==> src/rtl/sb_tx_packer_pkg.sv <==
// Shared types and constants for the switchboard TX packer.
package sb_tx_packer_pkg;

   localparam int SB_DW    = 256;
   localparam int SB_DESTW = 32;

   typedef enum logic {FILL, SEND} state_t;

   typedef struct packed {
      logic [SB_DW-1:0]    data;
      logic [SB_DESTW-1:0] dest;
      logic                last;
   } word_t;

endpackage

==> src/rtl/sb_tx_packer_wbuf.sv <==
// One SB word buffer: lane writes, close (latch dest/last, mark valid),
// and clear back to PAD once the word has been handed off.
module sb_tx_packer_wbuf
   import sb_tx_packer_pkg::*;
#(
   parameter int             IW   = 8,
   parameter int             IDXW = 5,
   parameter logic [IW-1:0]  PAD  = 8'h00
) (
   input  logic                clk,
   input  logic                reset,
   input  logic                wr,
   input  logic [IDXW-1:0]     wr_idx,
   input  logic [IW-1:0]       wr_data,
   input  logic                close,
   input  logic                close_last,
   input  logic [SB_DESTW-1:0] close_dest,
   input  logic                clr,
   output word_t               word,
   output logic                valid
);

   localparam logic [SB_DW-1:0] PAD_WORD = {(SB_DW/IW){PAD}};

   always_ff @(posedge clk) begin
      if (reset) begin
         word.data <= PAD_WORD;
         word.dest <= '0;
         word.last <= 1'b0;
         valid     <= 1'b0;
      end else begin
         if (clr) begin
            word.data <= PAD_WORD;
            valid     <= 1'b0;
         end
         if (wr)
            word.data[wr_idx*IW +: IW] <= wr_data;
         if (close) begin
            valid     <= 1'b1;
            word.dest <= close_dest;
            word.last <= close_last;
         end
      end
   end

endmodule

==> src/rtl/sb_tx_packer.sv <==
// Packs an IW-bit lane stream into SB words with valid/ready/last/dest.
// Define SB_TX_PACKER_SKID_EN for a ping-pong pair of word buffers.
module sb_tx_packer
   import sb_tx_packer_pkg::*;
#(
   parameter int            DW    = 256,
   parameter int            IW    = 8,
   parameter int            DESTW = 32,
   parameter logic [IW-1:0] PAD   = 8'h00
) (
   input  logic             clk,
   input  logic             reset,
   input  logic [IW-1:0]    in_data,
   input  logic             in_last,
   input  logic             in_valid,
   output logic             in_ready,
   input  logic [DESTW-1:0] cfg_dest,
   output logic [DW-1:0]    sb_tx_data,
   output logic [DESTW-1:0] sb_tx_dest,
   output logic             sb_tx_last,
   output logic             sb_tx_valid,
   input  logic             sb_tx_ready,
   output logic [31:0]      words_sent
);

   localparam int N    = DW / IW;
   localparam int IDXW = (N > 1) ? $clog2(N) : 1;
   localparam logic [IDXW-1:0] LAST_IDX = IDXW'(N - 1);

   logic [IDXW-1:0]  idx_q;
   logic             first_q;
   logic [DESTW-1:0] dest_q;
   logic [31:0]      words_q;
   logic             accept, close, hs;
   logic [DESTW-1:0] lane_dest;
   word_t            out_word;

   assign accept    = in_valid & in_ready;
   assign close     = accept & (in_last | (idx_q == LAST_IDX));
   assign hs        = sb_tx_valid & sb_tx_ready;
   // A one-lane packet closes on its first lane, so bypass the dest register.
   assign lane_dest = first_q ? cfg_dest : dest_q;

   always_ff @(posedge clk) begin
      if (reset) begin
         idx_q   <= '0;
         first_q <= 1'b1;
         dest_q  <= '0;
         words_q <= '0;
      end else begin
         if (accept) begin
            idx_q   <= close ? '0 : idx_q + 1'b1;
            first_q <= in_last;
            if (first_q)
               dest_q <= cfg_dest;
         end
         if (hs)
            words_q <= words_q + 32'd1;
      end
   end

`ifdef SB_TX_PACKER_SKID_EN
   word_t      word [2];
   logic [1:0] valid;
   logic       wr_sel_q, rd_sel_q;

   for (genvar i = 0; i < 2; i++) begin : g_buf
      sb_tx_packer_wbuf #(.IW(IW), .IDXW(IDXW), .PAD(PAD)) u_wbuf (
         .clk        (clk),
         .reset      (reset),
         .wr         (accept & (wr_sel_q == 1'(i))),
         .wr_idx     (idx_q),
         .wr_data    (in_data),
         .close      (close & (wr_sel_q == 1'(i))),
         .close_last (in_last),
         .close_dest (lane_dest),
         .clr        (hs & (rd_sel_q == 1'(i))),
         .word       (word[i]),
         .valid      (valid[i])
      );
   end

   always_ff @(posedge clk) begin
      if (reset) begin
         wr_sel_q <= 1'b0;
         rd_sel_q <= 1'b0;
      end else begin
         if (close)
            wr_sel_q <= ~wr_sel_q;
         if (hs)
            rd_sel_q <= ~rd_sel_q;
      end
   end

   assign in_ready    = ~valid[wr_sel_q];
   assign sb_tx_valid = valid[rd_sel_q];
   assign out_word    = word[rd_sel_q];
`else
   // state | meaning
   // FILL  | accepting lanes into the word buffer
   // SEND  | word offered downstream, input stalled until handshake
   state_t state_q, state_d;
   logic   valid;

   sb_tx_packer_wbuf #(.IW(IW), .IDXW(IDXW), .PAD(PAD)) u_wbuf (
      .clk        (clk),
      .reset      (reset),
      .wr         (accept),
      .wr_idx     (idx_q),
      .wr_data    (in_data),
      .close      (close),
      .close_last (in_last),
      .close_dest (lane_dest),
      .clr        (hs),
      .word       (out_word),
      .valid      (valid)
   );

   always_ff @(posedge clk) begin
      if (reset)
         state_q <= FILL;
      else
         state_q <= state_d;
   end

   always_comb begin
      state_d  = state_q;
      in_ready = 1'b0;
      case (state_q)
         FILL: begin
            in_ready = 1'b1;
            if (close)
               state_d = SEND;
         end
         SEND: begin
            if (sb_tx_ready)
               state_d = FILL;
         end
         default: state_d = FILL;
      endcase
   end

   assign sb_tx_valid = valid;
`endif

   assign sb_tx_data = out_word.data[DW-1:0];
   assign sb_tx_dest = out_word.dest[DESTW-1:0];
   assign sb_tx_last = out_word.last;
   assign words_sent = words_q;

endmodule

==> config.mk <==
export PLATFORM = sky130hd
export DESIGN_NAME = sb_tx_packer
export DESIGN_NICKNAME = d
export VERILOG_FILES = /design/src/rtl/sb_tx_packer_pkg.sv /design/src/rtl/sb_tx_packer_wbuf.sv /design/src/rtl/sb_tx_packer.sv
export SDC_FILE = /design/constraint.sdc
export NUM_CORES = 1
export LEC_CHECK = 0
export CAP_MARGIN = 15
export CELL_PAD_IN_SITES_DETAIL_PLACEMENT = 0
export CELL_PAD_IN_SITES_GLOBAL_PLACEMENT = 1
export CORE_UTILIZATION = 39
export DETAILED_ROUTE_END_ITERATION = 16
export GPL_TIMING_DRIVEN = 0
export PLACE_DENSITY = 0.86
export SLEW_MARGIN = 20
export SYNTH_ARGS = -nofsm -noshare
export SYNTH_HDL_FRONTEND = slang
export SYNTH_SLANG_ARGS = --single-unit
==> constraint.sdc <==
create_clock -name clk -period 4.6 [get_ports clk]
set_input_delay 1.15 -clock clk [delete_from_list [all_inputs] [get_ports clk]]
set_output_delay 1.15 -clock clk [all_outputs]
set_load 0.05 [all_outputs]
==> flow_summary.toml <==
[yosys]
async_flop_share = 0
ys.flop_type = "dfxtp_1"
synthTopCellsByCount = "361 x dfxtp_1, 284 x nand2_1, 210 x nand3_1"
synthTopCellsByArea = "dfxtp_1 52%, nand2_1 7.7%, nand3_1 7.5%"
synth_top_area_frac = 0.519
synth.distinct_cells = 44
syn_avg_cell_area_um2 = 8.77
synth_edf_count = 0
yosysSeqAreaShare = 0.519
yosys_warnings = 0
synth_cells = 1588
syn-num-nets = 1638
yosys.area.top_type = "dfxtp_1"
netlist_area_um2 = 13900
synth.most_common_cell = "dfxtp_1"
ys_ff_latch = 361

[clocking]
cts_buffer_depth = 3
cts_setup_buffers = 0
cts_root_buffer = "clkbuf_16"
cts-resized-gates = 0
hold_buffers = 0
cts_tree = "done"
cts_sinks = 361
worstSkewPairLatency_ps = 540
path_clk_slew_ps = 60
cts_made_buffers = 41
cts-htree-levels = 2

[job]
drv_cap = 0

[die]
die-width_um = 191
initial_core_util = 0.400
design.core.area_um2 = 34800
fp.dieH_um = 191
dieArea_um2 = 36500
io_pins = 368
std_cell_rows = 68

[run_status]
outcome = "completed"

[final_layout]
fill_cells = 3199
antenna_cells = 0
area_growth_pct = 39.3
drive_gt1_frac = 0.0626
final_nets = 2040
design_area_um2 = 19400
utilization = 0.557

[placement]
dpl-instance-area_um2 = 18100
place_congestion = 0.920
hpwl_mm = 35.0
io_buffers = 359

[worst_setup_path]
cp_max_fo = 10
path_delay_family = "simple AND/OR/NAND/NOR gates"
slowest_stage = "or4_1"
path_buf_inv = 4
endpoint_kind = "flop"
crit_path_start_kind = "flop"
crit_required_ps = 5020
critical-path-max-stage-delay_ps = 590
path_class = "flop to flop"
crit_chain = "buf_2 -> inv_1 -> ha_1 -> nand2b_1 -> nor2_1 -> ha_1 -> nor3b_1 -> nand2_1 -> or4_1 -> clkbuf_1 -> buf_2 -> nand3_1 -> o21ai_1"
crit_arrival_ps = 4250

[timing]
period_share = 0.833
rsz0062_at_grt = "no"
finalSetupTns_ps = 0
fin_crit_ps = 3830
maxSlewHeadroom = 0.413
hold_viol_final = 0
skew_ps = 23.3
setup_violations = 0
maxSlewViolCount = 0
clock.fmax_ghz = 0.261
worstMarginPinSlew_ps = 881

[detailed_routing]
antenna_left = 0
wirelength_mm = 47.8
drc_errors = 0
via_per_inst = 5.30
drtIter0Drc = 871
route.vias.total = 13100
first_pass_iters = 8
wl_per_cell_um = 19.4

[min_path]
hp-class = "flop to flop"

[global_routing]
grt_pass1_vias = 12400
grt_pass1_wl_mm = 72.0
grt_max_degree = 15
grt_overflow = 0
antenna_found_initial = 1
grtUsageTotal = 0.254

[pwr]
vdd.ir_drop.worst_uv = 239
p_leak_nw = 6.86
power_density_nw_per_um2 = 357
kinds of logic after synthesis:
| group | count (synthesis) | synth area share |
|---|---|---|
| AO/OA/AOI/OAI | 263 | 0.107 |
| XOR/XNOR | 34 | 0.0214 |
| adder cells (fa/ha/maj) | 5 | 0.00449 |
| buffers and inverters | 131 | 0.0397 |
| flip-flops | 361 | 0.519 |
| multiplexers | 104 | 0.0748 |
| AND/OR/NAND/NOR | 690 | 0.233 |
flip-flops by register name, summed over array words and instances (netlist names):
signal,cells
u_wbuf.word,289
first_q,1
idx_q,5
u_wbuf.valid,1
words_sent,32
dest_q,32
state_q,1
final cells by class:
| type | count | area, um^2 | share of cell area |
|---|---|---|---|
| well taps | 455 | 569 | 0.0294 |
| flip-flops and latches | 361 | 7230 | 0.373 |
| inverters | 9 | 33.8 | 0.00174 |
| plain buffers | 122 | 519 | 0.0268 |
| multi-input cells | 1096 | 6160 | 0.317 |
| repair buffers | 359 | 3590 | 0.185 |
| clock inverters | 14 | 156 | 0.00807 |
| clock buffers | 51 | 1140 | 0.0586 |
path summary, 6_finish.rpt:
path              slack, ps      start          endpoint  cells past startpoint
hold reg to reg         450  dest_q[5]         dest_q[5]                      2
setup reg to reg        770   idx_q[0]  u_wbuf.word[191]                     13
setup / recovery        770   idx_q[0]  u_wbuf.word[191]                     13
hold / removal          450  dest_q[5]         dest_q[5]                      2
worst min-delay path, stage by stage, from the launching register on:
cell	delay, ps
dfxtp_1	300
nand2_1	50
a21oi_1	50
power breakdown:
part / leakage, nW / switching, W / internal [W]
combinational: 3.30 / 0.000373 / 0.000155
clock: 0.644 / 0.00128 / 0.00191
sequential: 2.92 / 0.0000277 / 0.00317
total: 6.86 / 0.00168 / 0.00523
layout by cell type (no fill, tap or decap), drive strengths merged, types with 2 or more instances in the layout:
cell	instances
nor3	19
dfxtp	361
clkdlybuf4s50	359
and3	10
xnor2	12
clkbuf	132
nand2	285
and4	3
or4	11
nand4	27
nor2	86
or2	2
o21ai	172
nand3	217
a21oi	57
nor3b	3
xor2	22
buf	41
bufinv	3
clkinv	10
nor2b	3
and2	4
ha	5
inv	10
nand2b	7
a211oi	32
nor4	8
mux2i	104
through the flow:
| step | setup slack, ps | hold WS (ps) | power [W] | instances |
|---|---|---|---|---|
| 5_1_grt | 546 | 467 | 0.00715 | 2467 |
| 6_report | 770 | 453 | 0.00692 | 2467 |
| 4_1_cts | 826 | 454 | 0.00697 | 2467 |
| 3_5_place_dp | 456 | 446 | 0.00379 | 2402 |
| 3_3_place_gp | 495 | 440 | 0.00379 | 2402 |
| 2_1_floorplan | 1610 | 436 | 0.00359 | 1588 |
per-layer routing:
metal | GRT usage | share of wire
met5 | 0 | 0.00027
met4 | 0.0883 | 0.029
met3 | 0.0663 | 0.084
met2 | 0.423 | 0.47
met1 | 0.316 | 0.41
Power figures use the tool's default switching activity.
==> variant 1: new RTL, same settings <==
The option `SB_TX_PACKER_SKID_EN` is turned on by a define.
--- a/src/rtl/sb_tx_packer.sv
+++ b/src/rtl/sb_tx_packer.sv
@@ -2,2 +2,4 @@
 // Define SB_TX_PACKER_SKID_EN for a ping-pong pair of word buffers.
+`define SB_TX_PACKER_SKID_EN
+
 module sb_tx_packer
Function: not settled (the Yosys comparison gave no result); the edit may change what the design does.
==> variant 1 against the original RTL <==
Setup slack lost 0.69 ns; register-to-register slack improved by 0.22 ns; final area increased by 84%; clock power grew 93%; global-route usage shrank 1.7 points; power is 84% higher; synthesized area grew 100%; worst hold slack hardly changed; sequential share of layout area fell by 0.60 points; sequential cell count grew 291; combinational power grew 59%; wire length up 86%; critical path type is now register to output pin; highest routed layer unchanged.
==> variant 1: results (changes against the original RTL) <==
status:
  run_status: "complete, no violations"  # unchanged
power_and_ir_drop:
  clk_pwr_w: 0.00616  # was 0.00319 W
  power_switching_share: 0.237  # was 0.243
  ir_worst_vdd_v: 0.000248  # was 0.000239 V
drt:
  first_iter_violations: 1408  # was 871
  routed_wirelength_mm: 89.0  # was 47.8 mm
  drt_pre_antenna_iters: 5  # was 8
min_path:
  worstHoldEndpoint: "dest_q[9]$_SDFFE_PP0P_"  # was dest_q[5]$_SDFFE_PP0P_
  worst_hold_startpoint: "dest_q[9]$_SDFFE_PP0P_"  # was dest_q[5]$_SDFFE_PP0P_
layout:
  num-multi-input-gates: 1939  # was 1096
  non_filler_instance_count_after_layout: 4272  # was 2467
  number_of_flip_flops_in_the_largest_register: 578  # was 289
  fillerInstances: 6591  # was 3199
  final-clk-cell-share: 0.0714  # was 0.0667
  layout.buffer.nonclock.area_share: 0.129  # was 0.212
  final_layout_size_suffix_gt1_frac: 0.152  # was 0.0626
synth:
  post_synth_main_area_contributors: "sky130_fd_sc_hd__dfxtp_1 (46%), sky130_fd_sc_hd__mux2i_1 (19%), sky130_fd_sc_hd__mux2_2 (12%)"  # was sky130_fd_sc_hd__dfxtp_1 (52%), sky130_fd_sc_hd__nand2_1 (7.7%), sky130_fd_sc_hd__nand3_1 (7.5%)
  syn_nets: 2867  # was 1638
  postSynthCellCount: 2817  # was 1588
  post_synth_num_cell_types: 55  # was 44
  synth_seq_area_share: 0.464  # was 0.519
sta:
  max_freq_mhz: 221  # was 261 MHz
  slew-limit-headroom: 0.330  # was 0.413
  holdWs_ns: 0.452  # was 0.453 ns
global_routing:
  largest_net_degree_at_the_start_of_global_routing: 16  # was 15
  first_global_vias: 21800  # was 12400
  globalRouteMet1Util: 0.323  # was 0.316
  grt_pass1_wl_mm: 134  # was 72.0 mm
  globalRouteMet2Util: 0.380  # was 0.423
  grt_antenna_before_repair: 9  # was 1
place:
  placed_cells: 4134  # was 2402
  place_ws_ns: 0.182  # was 0.456 ns
  detailed_place.area_sq_um: 33000  # was 18100 sq um
setup_path:
  critical-path-max-stage-delay_ns: 0.72  # was 0.59 ns
  cp_data_arrival_time_ns: 3.37  # was 4.25 ns
  rrSetupSlack_ns: 0.99  # was 0.77 ns
  critPathCapture: "sb_tx_data[87]"  # was u_wbuf.word[191]$_SDFF_PP0_
  slowest_stage: "sky130_fd_sc_hd__clkdlybuf4s50_1"  # was sky130_fd_sc_hd__or4_1
floorplan:
  rows: 98  # was 68
clock_tree:
  numCtsBuffers: 72  # was 41
  insertion_delay_of_the_later_clocked_pin_in_the_worst_skew_pair_ns: 0.62  # was 0.54 ns
  cts_max_level: 3  # was 2
variant 1: cell types whose count changed after synthesis, moves of 25 or more:
cell                       delta
sky130_fd_sc_hd__a211oi_1    +32
sky130_fd_sc_hd__clkbuf_1    +84
sky130_fd_sc_hd__dfxtp_1    +291
sky130_fd_sc_hd__mux2_2     +291
sky130_fd_sc_hd__mux2i_1    +425
sky130_fd_sc_hd__nand2_1    +361
sky130_fd_sc_hd__nand3_1    -191
sky130_fd_sc_hd__nand4b_1    +25
sky130_fd_sc_hd__o21ai_0     -90
sky130_fd_sc_hd__o21ai_1     -45
sky130_fd_sc_hd__o21ai_2     -25
variant 1: timing repair:
action,4_1_cts,5_1_grt
endpoints found under the setup margin,178,18
hold buffers,0,0
resized for setup,7,11
gates cloned,0,0
variant 1: logic make-up after synthesis:
group | synth area share
AO/OA/AOI/OAI | 0.0408
buffers and inverters | 0.0329
flip-flops | 0.464
AND/OR/NAND/NOR | 0.151
adder cells (fa/ha/maj) | 0.00222
multiplexers | 0.305
XOR/XNOR | 0.00374
==> variant 2: new RTL, config.mk and constraints unchanged <==
Without the edit above. Add an input register stage for `cfg_dest`; this delays it by one clock. The other inputs are not delayed to match.
--- a/src/rtl/sb_tx_packer.sv
+++ b/src/rtl/sb_tx_packer.sv
@@ -29,2 +29,12 @@
 
+   logic [DESTW-1:0] cfg_dest_q;
+
+   always_ff @(posedge clk) begin
+      if (reset) begin
+         cfg_dest_q <= '0;
+      end else begin
+         cfg_dest_q <= cfg_dest;
+      end
+   end
+
    logic [IDXW-1:0]  idx_q;
@@ -41,3 +51,3 @@
    // A one-lane packet closes on its first lane, so bypass the dest register.
-   assign lane_dest = first_q ? cfg_dest : dest_q;
+   assign lane_dest = first_q ? cfg_dest_q : dest_q;
 
@@ -54,3 +64,3 @@
             if (first_q)
-               dest_q <= cfg_dest;
+               dest_q <= cfg_dest_q;
          end
Formal check against the unedited RTL: not equivalent (a bounded check fails within 4 cycles, from zero or initial values and one cycle with reset high).
==> variant 2 against the original RTL <==
Sequential cell count rose by 32; wire length increased by 2.5%; global-route usage is 1.0 points lower; die area grew 8.5%; maximum frequency fell by 4.2%; final area is 7.8% higher; synthesized area is 8.6% higher; via count is 0.70% higher; setup slack lost 0.17 ns; count of clock-buffer cells in the layout up 10; sequential share of layout area up 0.37 points; synthesized cell count up 3.0%; worst hold slack lost 0.0072 ns; power rose by 10%; critical endpoint is now u_wbuf.word[215]$_SDFF_PP0_; largest cell class unchanged.
==> variant 2: results (changes against the original RTL) <==
status:
  run_status: "complete, no violations"  # unchanged
drt:
  vias: 13200  # was 13100
  drt_pre_antenna_iters: 5  # was 8
  routedLengthMet1_mm: 20.3  # was 19.8 mm
  wire_per_inst_um: 18.9  # was 19.4 um
  first_iter_violations: 569  # was 871
synth:
  postSynthCellCount: 1636  # was 1588
  synth_seq_area_share: 0.521  # was 0.519
  syn_nets: 1686  # was 1638
  xor_xnor_share_of_the_synthesized_area: 0.0180  # was 0.0214
  post_synth_main_area_contributors: "sky130_fd_sc_hd__dfxtp_1 (52%), sky130_fd_sc_hd__mux2i_1 (14%), sky130_fd_sc_hd__nand2_1 (9.4%)"  # was sky130_fd_sc_hd__dfxtp_1 (52%), sky130_fd_sc_hd__nand2_1 (7.7%), sky130_fd_sc_hd__nand3_1 (7.5%)
  synth_compound_area_frac: 0.0675  # was 0.107
  synth.cells.most_frequent: "sky130_fd_sc_hd__dfxtp_1 (393), sky130_fd_sc_hd__nand2_1 (378), sky130_fd_sc_hd__mux2i_1 (210)"  # was sky130_fd_sc_hd__dfxtp_1 (361), sky130_fd_sc_hd__nand2_1 (284), sky130_fd_sc_hd__nand3_1 (210)
  post_synth_mux_area_share: 0.139  # was 0.0748
  post_synth_num_cell_types: 56  # was 44
global_routing:
  globalRouteMet2Util: 0.417  # was 0.423
  grt_pass1_wl_mm: 73.6  # was 72.0 mm
  groute.layer.met3.usage: 0.0634  # was 0.0663
  grtUsageTotal: 0.244  # was 0.254
  largest_net_degree_at_the_start_of_global_routing: 14  # was 15
layout:
  layout.nets: 2097  # was 2040
  fillerInstances: 3441  # was 3199
  final_layout_size_suffix_gt1_frac: 0.0578  # was 0.0626
sta:
  tightest_slew_ns: 1.17  # was 0.881 ns
  holdWs_ns: 0.445  # was 0.453 ns
  timing.clock.skew_ns: 0.0183  # was 0.0233 ns
clock_tree:
  numCtsBuffers: 42  # was 41
  insertion_delay_of_the_later_clocked_pin_in_the_worst_skew_pair_ns: 0.56  # was 0.54 ns
setup_path:
  critical-path-max-stage-delay_ns: 0.44  # was 0.59 ns
  slowest_stage: "sky130_fd_sc_hd__nand4_1"  # was sky130_fd_sc_hd__or4_1
  cp_data_arrival_time_ns: 4.43  # was 4.25 ns
  rrSetupSlack_ns: 0.60  # was 0.77 ns
place:
  placed_cells: 2514  # was 2402
  place_congestion: 0.874  # was 0.920
  detailed_place.area_sq_um: 19400  # was 18100 sq um
  placement.io_buffers: 367  # was 359
variant 2: power breakdown:
group | internal [W] | leakage, nW | switching [W]
clock network | 0.00221 | 0.728 | 0.00138
registers | 0.00346 | 3.18 | 0.0000335
logic | 0.000170 | 3.51 | 0.000386
variant 2: final cells by class:
class	count	area [sq um]	area share
inverters	10	37.5	0.00180
well taps	511	639	0.0306
clock inverters	12	188	0.00898
plain buffers	102	422	0.0202
clock buffers	61	1290	0.0615
multi-input cells	1131	6790	0.325
diodes	2	5.00	0.000239
flip-flops and latches	393	7870	0.376
repair buffers	367	3670	0.176
variant 2: per-stage QoR:
step,total power [W],utilization
6_report,0.00764,0.551
5_1_grt,0.00786,0.551
4_1_cts,0.00770,0.551
3_5_place_dp,0.00412,0.512
3_3_place_gp,0.00411,0.512
2_1_floorplan,0.00390,-
variant 2: worst max path at each step:
stage                                startpoint                     endpoint  slack [ns]  depth (start not counted)
after floorplan           idx_q[0]$_SDFFE_PP0P_  u_wbuf.word[193]$_SDFF_PP0_        1.42                         14
after CTS                 idx_q[0]$_SDFFE_PP0P_  u_wbuf.word[215]$_SDFF_PP0_        0.62                         15
after global placement              sb_tx_ready  u_wbuf.word[196]$_SDFF_PP0_        0.57                          7
final                     idx_q[0]$_SDFFE_PP0P_  u_wbuf.word[215]$_SDFF_PP0_        0.60                         15
after detailed placement            sb_tx_ready  u_wbuf.word[195]$_SDFF_PP0_        0.47                          7
after global routing      idx_q[0]$_SDFFE_PP0P_  u_wbuf.word[215]$_SDFF_PP0_        0.29                         15
variant 2: worst min-delay path: stages, from the launching register on:
cell,delay (ns)
sky130_fd_sc_hd__dfxtp_1,0.31
sky130_fd_sc_hd__nand2_1,0.05
sky130_fd_sc_hd__a21oi_1,0.05
